File: src/rtl/gemm_pkg.sv
// Shared constants, register map, FSM states and latched job config for the GEMM sequencer.
package gemm_pkg;

  localparam int unsigned DEPTH_DEF = 64;
  localparam int unsigned CNT_W     = 8;
  localparam int unsigned LEN_W     = 7;
  localparam int unsigned IDX_W     = 6;

  localparam logic [1:0] REG_CTRL  = 2'd0;
  localparam logic [1:0] REG_NLOAD = 2'd1;
  localparam logic [1:0] REG_NOUT  = 2'd2;
  localparam logic [1:0] REG_K     = 2'd3;

  typedef enum logic [1:0] {
    ST_IDLE  = 2'd0,
    ST_LOAD  = 2'd1,
    ST_CALC  = 2'd2,
    ST_DRAIN = 2'd3
  } state_e;

  // Job config stored as last index of each phase (count - 1)
  typedef struct packed {
    logic [CNT_W-1:0] k_last;
    logic [IDX_W-1:0] nout_last;
    logic [IDX_W-1:0] nload_last;
  } cfg_t;

  // Clamp a beat count into 1..depth and return it as a last index
  function automatic logic [IDX_W-1:0] clamp_last(input logic [LEN_W-1:0] v,
                                                  input logic [LEN_W-1:0] depth);
    if (v == '0) return '0;
    if (v > depth) return IDX_W'(depth - LEN_W'(1));
    return IDX_W'(v - LEN_W'(1));
  endfunction

endpackage

File: src/rtl/gemm_seq_regs.sv
// AXI-Lite write slave, config registers and job-config latch for gemm_seq.
// GEMM_SEQ_IRQ_EN adds the CTRL bit1 irq-clear strobe.
module gemm_seq_regs
  import gemm_pkg::*;
#(
  parameter int unsigned DEPTH = DEPTH_DEF
) (
  input  logic        clk,
  input  logic        rst_n,
  input  logic [31:0] awaddr,
  input  logic        awvalid,
  output logic        awready,
  input  logic [31:0] wdata,
  input  logic        wvalid,
  output logic        wready,
  output logic        bvalid,
  input  logic        bready,
  output logic [1:0]  bresp,
  input  logic        idle,
  output logic        start_c,
`ifdef GEMM_SEQ_IRQ_EN
  output logic        irq_clr_c,
`endif
  output cfg_t        cfg
);

  localparam logic [LEN_W-1:0] DEPTH_L = LEN_W'(DEPTH);

  logic             wr_fire_c;
  logic [1:0]       wsel;
  logic             bvalid_q;
  logic [LEN_W-1:0] nload_q;
  logic [LEN_W-1:0] nout_q;
  logic [CNT_W-1:0] k_q;
  logic             unused_c;

  // AW and W accepted together in one beat; reset keeps the handshake low
  assign wr_fire_c = rst_n & awvalid & wvalid & ~bvalid_q;
  assign awready   = wr_fire_c;
  assign wready    = wr_fire_c;
  assign bvalid    = bvalid_q;
  assign bresp     = 2'b00;
  assign wsel      = awaddr[3:2];
  assign start_c   = wr_fire_c && (wsel == REG_CTRL) && wdata[0];
`ifdef GEMM_SEQ_IRQ_EN
  assign irq_clr_c = wr_fire_c && (wsel == REG_CTRL) && wdata[1];
`endif
  assign unused_c  = ^{awaddr[31:4], awaddr[1:0], wdata[31:8]};

  always_ff @(posedge clk or negedge rst_n) begin
    if (!rst_n) begin
      bvalid_q <= 1'b0;
    end else if (wr_fire_c) begin
      bvalid_q <= 1'b1;
    end else if (bready) begin
      bvalid_q <= 1'b0;
    end
  end

  always_ff @(posedge clk or negedge rst_n) begin
    if (!rst_n) begin
      nload_q <= DEPTH_L;
      nout_q  <= DEPTH_L;
      k_q     <= CNT_W'(1);
    end else if (wr_fire_c) begin
      case (wsel)
        REG_NLOAD: nload_q <= wdata[LEN_W-1:0];
        REG_NOUT:  nout_q  <= wdata[LEN_W-1:0];
        REG_K:     k_q     <= wdata[CNT_W-1:0];
        default:   ;
      endcase
    end
  end

  // Working copy only refreshes on an accepted start
  always_ff @(posedge clk or negedge rst_n) begin
    if (!rst_n) begin
      cfg <= '0;
    end else if (start_c && idle) begin
      cfg.nload_last <= clamp_last(nload_q, DEPTH_L);
      cfg.nout_last  <= clamp_last(nout_q, DEPTH_L);
      cfg.k_last     <= (k_q == '0) ? '0 : k_q - CNT_W'(1);
    end
  end

endmodule

File: src/rtl/gemm_seq.sv
// GEMM job sequencer: LOAD stream-in, CALC MAC steps, DRAIN stream-out.
// GEMM_SEQ_IRQ_EN adds a sticky completion irq output.
module gemm_seq
  import gemm_pkg::*;
#(
  parameter int unsigned DEPTH = DEPTH_DEF,
  parameter int unsigned AW    = 6
) (
  input  logic          AXIS_ACLK,
  input  logic          AXIS_ARESETN,
  input  logic [31:0]   S_AXI_AWADDR,
  input  logic          S_AXI_AWVALID,
  output logic          S_AXI_AWREADY,
  input  logic [31:0]   S_AXI_WDATA,
  input  logic          S_AXI_WVALID,
  output logic          S_AXI_WREADY,
  output logic          S_AXI_BVALID,
  input  logic          S_AXI_BREADY,
  output logic [1:0]    S_AXI_BRESP,
  input  logic          S_AXIS_TVALID,
  input  logic          S_AXIS_TLAST,
  output logic          S_AXIS_TREADY,
  output logic          buf_we,
  output logic [AW-1:0] buf_waddr,
  output logic          calc_en,
  output logic          calc_first,
  output logic [7:0]    calc_idx,
  output logic [AW-1:0] out_raddr,
  output logic          M_AXIS_TVALID,
  output logic          M_AXIS_TLAST,
  input  logic          M_AXIS_TREADY,
  output logic          busy
`ifdef GEMM_SEQ_IRQ_EN
  ,
  output logic          irq
`endif
);

  state_e           state_q, state_d;
  logic [CNT_W-1:0] cnt_q, cnt_d;
  logic             start_c;
  logic             idle_c;
  cfg_t             cfg;
`ifdef GEMM_SEQ_IRQ_EN
  logic             irq_clr_c;
  logic             drain_done_c;
  logic             irq_q;
`endif

  assign idle_c = (state_q == ST_IDLE);

  gemm_seq_regs #(.DEPTH(DEPTH)) u_regs (
    .clk       (AXIS_ACLK),
    .rst_n     (AXIS_ARESETN),
    .awaddr    (S_AXI_AWADDR),
    .awvalid   (S_AXI_AWVALID),
    .awready   (S_AXI_AWREADY),
    .wdata     (S_AXI_WDATA),
    .wvalid    (S_AXI_WVALID),
    .wready    (S_AXI_WREADY),
    .bvalid    (S_AXI_BVALID),
    .bready    (S_AXI_BREADY),
    .bresp     (S_AXI_BRESP),
    .idle      (idle_c),
    .start_c   (start_c),
`ifdef GEMM_SEQ_IRQ_EN
    .irq_clr_c (irq_clr_c),
`endif
    .cfg       (cfg)
  );

  always_ff @(posedge AXIS_ACLK or negedge AXIS_ARESETN) begin
    if (!AXIS_ARESETN) begin
      state_q <= ST_IDLE;
      cnt_q   <= '0;
    end else begin
      state_q <= state_d;
      cnt_q   <= cnt_d;
    end
  end

  // One shared index counter serves every phase; it is zero on each phase entry
  always_comb begin
    state_d       = state_q;
    cnt_d         = cnt_q;
    S_AXIS_TREADY = 1'b0;
    buf_we        = 1'b0;
    calc_en       = 1'b0;
    calc_first    = 1'b0;
    M_AXIS_TVALID = 1'b0;
    M_AXIS_TLAST  = 1'b0;
    busy          = (state_q != ST_IDLE);
    case (state_q)
      ST_IDLE: begin
        if (start_c) begin
          state_d = ST_LOAD;
          cnt_d   = '0;
        end
      end
      ST_LOAD: begin
        S_AXIS_TREADY = 1'b1;
        buf_we        = S_AXIS_TVALID;
        if (S_AXIS_TVALID) begin
          if (S_AXIS_TLAST || (cnt_q == CNT_W'(cfg.nload_last))) begin
            state_d = ST_CALC;
            cnt_d   = '0;
          end else begin
            cnt_d = cnt_q + CNT_W'(1);
          end
        end
      end
      ST_CALC: begin
        calc_en    = 1'b1;
        calc_first = (cnt_q == '0);
        if (cnt_q == cfg.k_last) begin
          state_d = ST_DRAIN;
          cnt_d   = '0;
        end else begin
          cnt_d = cnt_q + CNT_W'(1);
        end
      end
      ST_DRAIN: begin
        M_AXIS_TVALID = 1'b1;
        M_AXIS_TLAST  = (cnt_q == CNT_W'(cfg.nout_last));
        if (M_AXIS_TREADY) begin
          if (M_AXIS_TLAST) begin
            state_d = ST_IDLE;
            cnt_d   = '0;
          end else begin
            cnt_d = cnt_q + CNT_W'(1);
          end
        end
      end
      default: begin
        state_d = ST_IDLE;
        cnt_d   = '0;
      end
    endcase
  end

  assign calc_idx  = cnt_q;
  assign buf_waddr = AW'(cnt_q);
  assign out_raddr = AW'(cnt_q);

`ifdef GEMM_SEQ_IRQ_EN
  assign drain_done_c = (state_q == ST_DRAIN) && M_AXIS_TREADY && M_AXIS_TLAST;

  // Set takes priority over a clear in the same cycle
  always_ff @(posedge AXIS_ACLK or negedge AXIS_ARESETN) begin
    if (!AXIS_ARESETN) begin
      irq_q <= 1'b0;
    end else if (drain_done_c) begin
      irq_q <= 1'b1;
    end else if (irq_clr_c) begin
      irq_q <= 1'b0;
    end
  end

  assign irq = irq_q;
`endif

endmodule

File: config.mk
export PLATFORM = sky130hd
export DESIGN_NAME = gemm_seq
export DESIGN_NICKNAME = d
export VERILOG_FILES = /design/src/rtl/gemm_pkg.sv /design/src/rtl/gemm_seq_regs.sv /design/src/rtl/gemm_seq.sv
export SDC_FILE = /design/constraint.sdc
export NUM_CORES = 1
export LEC_CHECK = 0
export ABC_CLOCK_PERIOD_IN_PS = 4950
export CAP_MARGIN = 25
export CORE_MARGIN = 2
export CORE_UTILIZATION = 25
export DETAILED_ROUTE_END_ITERATION = 10
export PLACE_DENSITY = 0.56
export SYNTH_ARGS = -nofsm -noshare
export SYNTH_HDL_FRONTEND = slang
export SYNTH_HIERARCHICAL = 1
export SYNTH_SLANG_ARGS = --single-unit
File: constraint.sdc
create_clock -name AXIS_ACLK -period 4.95 [get_ports AXIS_ACLK]
set_input_delay 0.7425 -clock AXIS_ACLK [delete_from_list [all_inputs] [get_ports AXIS_ACLK]]
set_output_delay 0.7425 -clock AXIS_ACLK [all_outputs]
set_load 0.05 [all_outputs]
==> results of run 1 <==
registers in the layout (all words and copies together) (netlist names):
register        cells
u_regs/cfg         20
calc_idx            8
u_regs/k_q          8
u_regs/nload_q      7
u_regs/nout_q       7
state_q             2
u_regs/bvalid       1
synthesized netlist by cell type (6+ instances only):
cell type	number	area share (%)
buf_4	16	3.8
xor2_1	13	3.6
nor2_1	13	1.5
buf_6	7	2.5
nand4_1	8	1.6
dfrtp_1	50	40
nor3_1	6	0.95
o21ai_0	14	2.2
mux2_2	24	8.5
nand2_1	28	3.3
ha_1	13	5.1
a21oi_1	7	1.1
nand3_1	6	0.95
inv_1	16	1.9
xnor2_1	24	6.6
final timing paths:
| kind | cells after the start | slack (ns) | endpoint | from |
|---|---|---|---|---|
| min in group asynchronous | 2 | 0.66 | calc_idx[3] | AXIS_ARESETN |
| max in group asynchronous | 2 | 3.83 | u_regs/cfg[6] | AXIS_ARESETN |
| worst max register to register | 7 | 2.23 | state_q[1] | u_regs/bvalid |
| worst max-delay path | 4 | 1.71 | M_AXIS_TLAST | calc_idx[3] |
| worst min register to register | 2 | 0.50 | u_regs/cfg[0] | u_regs/cfg[0] |
| worst min-delay path | 2 | 0.50 | u_regs/cfg[0] | u_regs/cfg[0] |
metal layers:
| metal | vias to the layer above | wire [µm] | track usage [%] |
|---|---|---|---|
| li1 | 1100 | - | - |
| met1 | 1066 | 3555 | 16.34 |
| met2 | 59 | 2982 | 16.09 |
| met3 | 9 | 307 | 1.920 |
| met4 | 0 | 100 | 3.333 |
| met5 | - | 0 | 0 |
layout make-up:
cell class | instances | area, µm²
clock inverter | 3 | 21.27
fill | 1301 | 8675
multi-input combinational | 210 | 1559
timing repair buffer | 49 | 480.5
inverter | 16 | 60.06
clock buffer | 5 | 125.1
sequential | 53 | 1330
tap | 172 | 215.2
critical path, cell delays in order, from the launching register on:
cell             delay [ns]
dfrtp_1                0.65
xnor2_1                0.18
nand2_1                0.12
nor4_1                 0.37
clkdlybuf4s50_1        0.87
power groups by stage:
stage / clock, mW / sequential (mW) / combinational (mW)
global route: 0.381 / 0.680 / 0.950
finish: 0.353 / 0.658 / 0.869
global placement: 0 / 0.664 / 0.854
CTS: 0.365 / 0.660 / 0.876
detailed placement: 0 / 0.669 / 0.872
floorplan: 0 / 0.640 / 0.693
logic make-up (layout without fill, tap and decap cells):
group / Yosys count / count (layout) / synth area share (%)
AND/OR/NAND/NOR: 85 / 85 / 13.85
flip-flops: 53 / 53 / 42.05
AO/OA/AOI/OAI: 47 / 47 / 10.44
buffers and inverters: 44 / 73 / 8.782
XOR/XNOR: 37 / 37 / 10.25
multiplexers: 25 / 25 / 9.019
adder cells (fa/ha/maj): 14 / 14 / 5.499
other: 1 / 2 / 0.1186
==> flow_metrics.env, run 1 <==
export IMPL_finalPower_mw=1.881
export IMPL_p_clk_share_pct=18.8
export IMPL_syn_area_um2=3163
export IMPL_synth_edf_count=0
export IMPL_ioPinCount=104
export IMPL_ys_seq_area_share_pct=42.05
export IMPL_die_h_um=116.5
export IMPL_status="complete, no violations"
export IMPL_power_frac_seq_pct=35.0
export IMPL_place_ws_ns=1.524
export IMPL_final_cells=508
export IMPL_power_density_nw_per_um2=496.1
export IMPL_drt_total_wl_mm=6.946
export IMPL_diodes=0
export IMPL_syn_inst=306
export IMPL_fp_dieArea_um2=13570
export IMPL_drv_cap=0
export IMPL_max_slew_margin_pct=46.36
export IMPL_die_w_um=116.5
export IMPL_syn_avg_cell_area_um2=10.34
export IMPL_hold_violations=0
export IMPL_core_area_um2=12470
export IMPL_required_ns=4.21
export IMPL_p_int_mw=1.083
export IMPL_fin_crit_ns=3.237
export IMPL_numClockSinks=53
export IMPL_grt_antenna_before_repair=1
export IMPL_dpl_cell_area_um2=3645
export IMPL_hold_class="reg2reg"
export IMPL_async_flop_share_pct=100.0
export IMPL_drc=0
export IMPL_grt_max_degree=54
export IMPL_start_util_pct=25.37
export IMPL_gr_total_overflow=0
export IMPL_grt_pass1_vias=2193
export IMPL_switching_share_pct=42.45
export IMPL_io_buffer_count=47
export IMPL_cts_resized=0
export IMPL_ys_types=46
export IMPL_period_share_pct=65.40
export IMPL_ys_flop_type="dfrtp_1"
export IMPL_setup_tns_ns=0
export IMPL_numCtsBuffers=5
export IMPL_row_count=41
export IMPL_area_delta_synth_final_pct=19.86
export IMPL_arrival_ns=2.49
export IMPL_ys_ff_latch=53
export IMPL_cp_max_fo=10
export IMPL_rsz0062_at_grt="false"
export IMPL_place_congestion=0.7907
export IMPL_final_cell_mix="dfrtp_1 (50), clkdlybuf4s50_1 (46), nand2_1 (28)"
export IMPL_grt_pass1_wl_mm=11.49
export IMPL_first_pass_iters=4
export IMPL_dr_total_vias=2234
export IMPL_crit_path_start_kind="flip-flop"
export IMPL_layout_commonest_cell="dfrtp_1"
export IMPL_grtUsageTotal_pct=10.95
export IMPL_cts_hold_buf=0
export IMPL_yosys_warnings=6
export IMPL_switching_power_uw=798.3
export IMPL_holdWs_ns=0.5034
export IMPL_clk_insertion_delay_late_ns=0.30
export IMPL_finalMaxSlewViolations=0
export IMPL_post_cts_buffers=0
export IMPL_drive_gt1_share_pct=13.69
export IMPL_final_core_util_pct=30.41
export IMPL_clockRootBuffer="clkbuf_16"
export IMPL_vdd_drop_max_mv=0.1496
export IMPL_combPwrFrac_pct=46.2
export IMPL_cts_buffer_depth=2
export IMPL_setup_viol=0
export IMPL_endpoint_kind="primary output"
export IMPL_finalClockSkew_ns=0.009440
export IMPL_drtAntennaViolNets=0
export IMPL_drt_iter0_drc=97
export IMPL_dp_final_hpwl_mm=5.269
export IMPL_final_area_um2=3791
export IMPL_setup_ws_ns=1.713
export IMPL_wl_per_cell_um=13.67
export IMPL_worst_pin_slew_ns=0.7934
export IMPL_crit_type="reg2out"
export IMPL_path_clk_slew_ns=0.07
export IMPL_dp_cells=500
export IMPL_max_freq_mhz=308.9
export IMPL_viasPerCell=4.398
export IMPL_cts_htree_levels=2
export IMPL_cts_tree="done"
export IMPL_p_leak_nw=1.558
export IMPL_fin_nets=420
(Power assumes the default switching activity.)
==> run 2: changes to the inputs <==
Settings changed: ABC_CLOCK_PERIOD_IN_PS 4950 to 3400.
Clock period 4.95 ns to 3.4 ns, I/O delays scaled along.
==> run 2 against run 1 <==
Utilization is 0.20 points higher. Critical path depth stayed put. Clock skew is 0.0063 ns lower. Clock power is 42% higher. Critical path type unchanged. Largest cell class unchanged.
==> flow_metrics.env, run 2 (synthesis gave the netlist of run 1 again) <==
export IMPL_status="complete, no violations"
export IMPL_p_leak_nw=1.575
export IMPL_die_w_um=116.5
export IMPL_drc=0
export IMPL_dp_final_hpwl_mm=5.322
export IMPL_cp_max_fo=12
export IMPL_r2r_end="state_q[1]"
export IMPL_ioPinCount=104
export IMPL_crit_family="buffers and inverters"
export IMPL_final_cell_mix="dfrtp_1 (50), clkdlybuf4s50_1 (46), nand2_1 (28)"
export IMPL_die_h_um=116.5
export IMPL_drive_gt1_share_pct=13.86
export IMPL_area_delta_synth_final_pct=20.65
export IMPL_path_clk_slew_ns=0.07
export IMPL_worst_pin_slew_ns=0.6592
export IMPL_drv_cap=0
export IMPL_drt_iter0_drc=104
export IMPL_crit_type="reg2out"
export IMPL_crit_buf_inv=1
export IMPL_setup_tns_ns=0
export IMPL_dr_total_vias=2269
export IMPL_drt_total_wl_mm=6.968
export IMPL_fin_crit_ns=2.988
export IMPL_cts_hold_buf=0
export IMPL_fin_nets=423
export IMPL_core_area_um2=12470
export IMPL_required_ns=2.89
export IMPL_row_count=41
export IMPL_reg2regPathDepth=7
export IMPL_period_share_pct=87.88
export IMPL_setup_viol=0
export IMPL_numClockSinks=53
export IMPL_place_congestion=0.8034
export IMPL_regMostFlops="u_regs/cfg"
export IMPL_drtAntennaViolNets=0
export IMPL_grt_max_degree=54
export IMPL_gr_total_overflow=0
export IMPL_finalClockSkew_ns=0.003138
export IMPL_first_pass_iters=4
export IMPL_clk_insertion_delay_late_ns=0.28
export IMPL_viasPerCell=4.432
export IMPL_grt_antenna_before_repair=0
export IMPL_hold_violations=0
export IMPL_clockRootBuffer="clkbuf_16"
export IMPL_io_buffer_count=47
export IMPL_cts_resized=0
export IMPL_cts_htree_levels=2
export IMPL_hold_class="in2async"
export IMPL_largest_reg_flops=20
export IMPL_cts_tree="done"
export IMPL_finalPower_mw=2.733
export IMPL_layout_commonest_cell="dfrtp_1"
export IMPL_grt_pass1_vias=2234
export IMPL_place_ws_ns=0.4976
export IMPL_slowest_stage="clkdlybuf4s50_1"
export IMPL_wl_per_cell_um=13.61
export IMPL_power_density_nw_per_um2=716.1
export IMPL_vdd_drop_max_mv=0.2816
export IMPL_max_stage_delay_ns=0.87
export IMPL_path_cells="xnor2_1 -> nand3_1 -> nor4_1 -> clkdlybuf4s50_1"
export IMPL_max_freq_mhz=334.7
export IMPL_r2r_start="u_regs/bvalid"
export IMPL_finalMaxSlewViolations=0
export IMPL_numCtsBuffers=5
export IMPL_regToRegSetupSlack_ns=1.03
export IMPL_rsz0062_at_grt="false"
export IMPL_fillers=1281
export IMPL_fp_dieArea_um2=13570
export IMPL_crit_path_start_kind="flip-flop"
export IMPL_grtUsageTotal_pct=10.86
export IMPL_grt_pass1_wl_mm=11.50
export IMPL_cts_buffer_depth=2
export IMPL_final_core_util_pct=30.61
export IMPL_max_slew_margin_pct=56.05
export IMPL_start_util_pct=25.37
export IMPL_post_cts_buffers=0
export IMPL_setup_ws_ns=0.4119
export IMPL_arrival_ns=2.48
export IMPL_endpoint_kind="primary output"
-- run 2: cell count changes in the layout (fill, tap and decap cells not counted), sizes merged --
| cell | change |
|---|---|
| buf | +3 |
| clkbuf | +3 |
| clkinv | -1 |
| clkinvlp | -1 |
| diode | +1 |
| inv | -1 |
-- run 2: routing by layer --
metal,global-route usage [%],wire [µm],share of wire [%]
met2,16.28,2968,43
met4,2.698,49,0.70
met1,15.93,3453,50
met5,0,0,0
met3,2.335,496,7.1
-- run 2: worst register-to-register path, stage by stage, from the launching register on --
cell      delay [ns]
dfrtp_1         0.38
inv_1           0.07
nand4_1         0.15
nor4b_1         0.33
nand2b_1        0.26
and3_1          0.35
and4_1          0.40
mux2_4          0.33
-- run 2: area by class of cell --
type | count | area [µm²] | share of cell area [%]
multi-input cells | 210 | 1559 | 40.85
flip-flops and latches | 53 | 1330 | 34.85
repair buffers | 52 | 503.0 | 13.18
well taps | 172 | 215.2 | 5.639
clock buffers | 8 | 146.4 | 3.836
inverters | 16 | 60.06 | 1.574
diodes | 1 | 2.502 | 0.06557
-- run 2: per-stage QoR --
stage          cell area [µm²]  hold slack [ns]  std cells
2_1_floorplan             3167           0.2144        307
3_3_place_gp              3667           0.4890        503
3_5_place_dp              3667           0.4934        503
4_1_cts                   3814           0.4712        511
5_1_grt                   3814           0.5124        511
6_report                  3816           0.4564        512
-- run 2: report_power, final --
part,switching [mW],internal [mW],leakage [nW]
clock,0.209,0.294,0.0712
sequential,0.180,0.780,0.688
combinational,0.747,0.522,0.815
-- run 2: how the worst max path moves through the flow --
stage | to | depth (start not counted) | slack (ns) | startpoint
floorplan | M_AXIS_TLAST | 4 | 0.24 | calc_idx[0]
global placement | state_q[1] | 7 | 0.54 | S_AXI_WVALID
detailed placement | state_q[1] | 7 | 0.50 | S_AXI_WVALID
CTS | M_AXIS_TLAST | 4 | 0.32 | calc_idx[0]
global route | M_AXIS_TLAST | 4 | 0.19 | calc_idx[0]
finish | M_AXIS_TLAST | 4 | 0.41 | calc_idx[0]
==> run 3: changes to the inputs <==
Settings changed: CAP_MARGIN 25 to default.
==> results of run 3 <==
No change in the layout: final DEF, timing and power equal those of run 2.
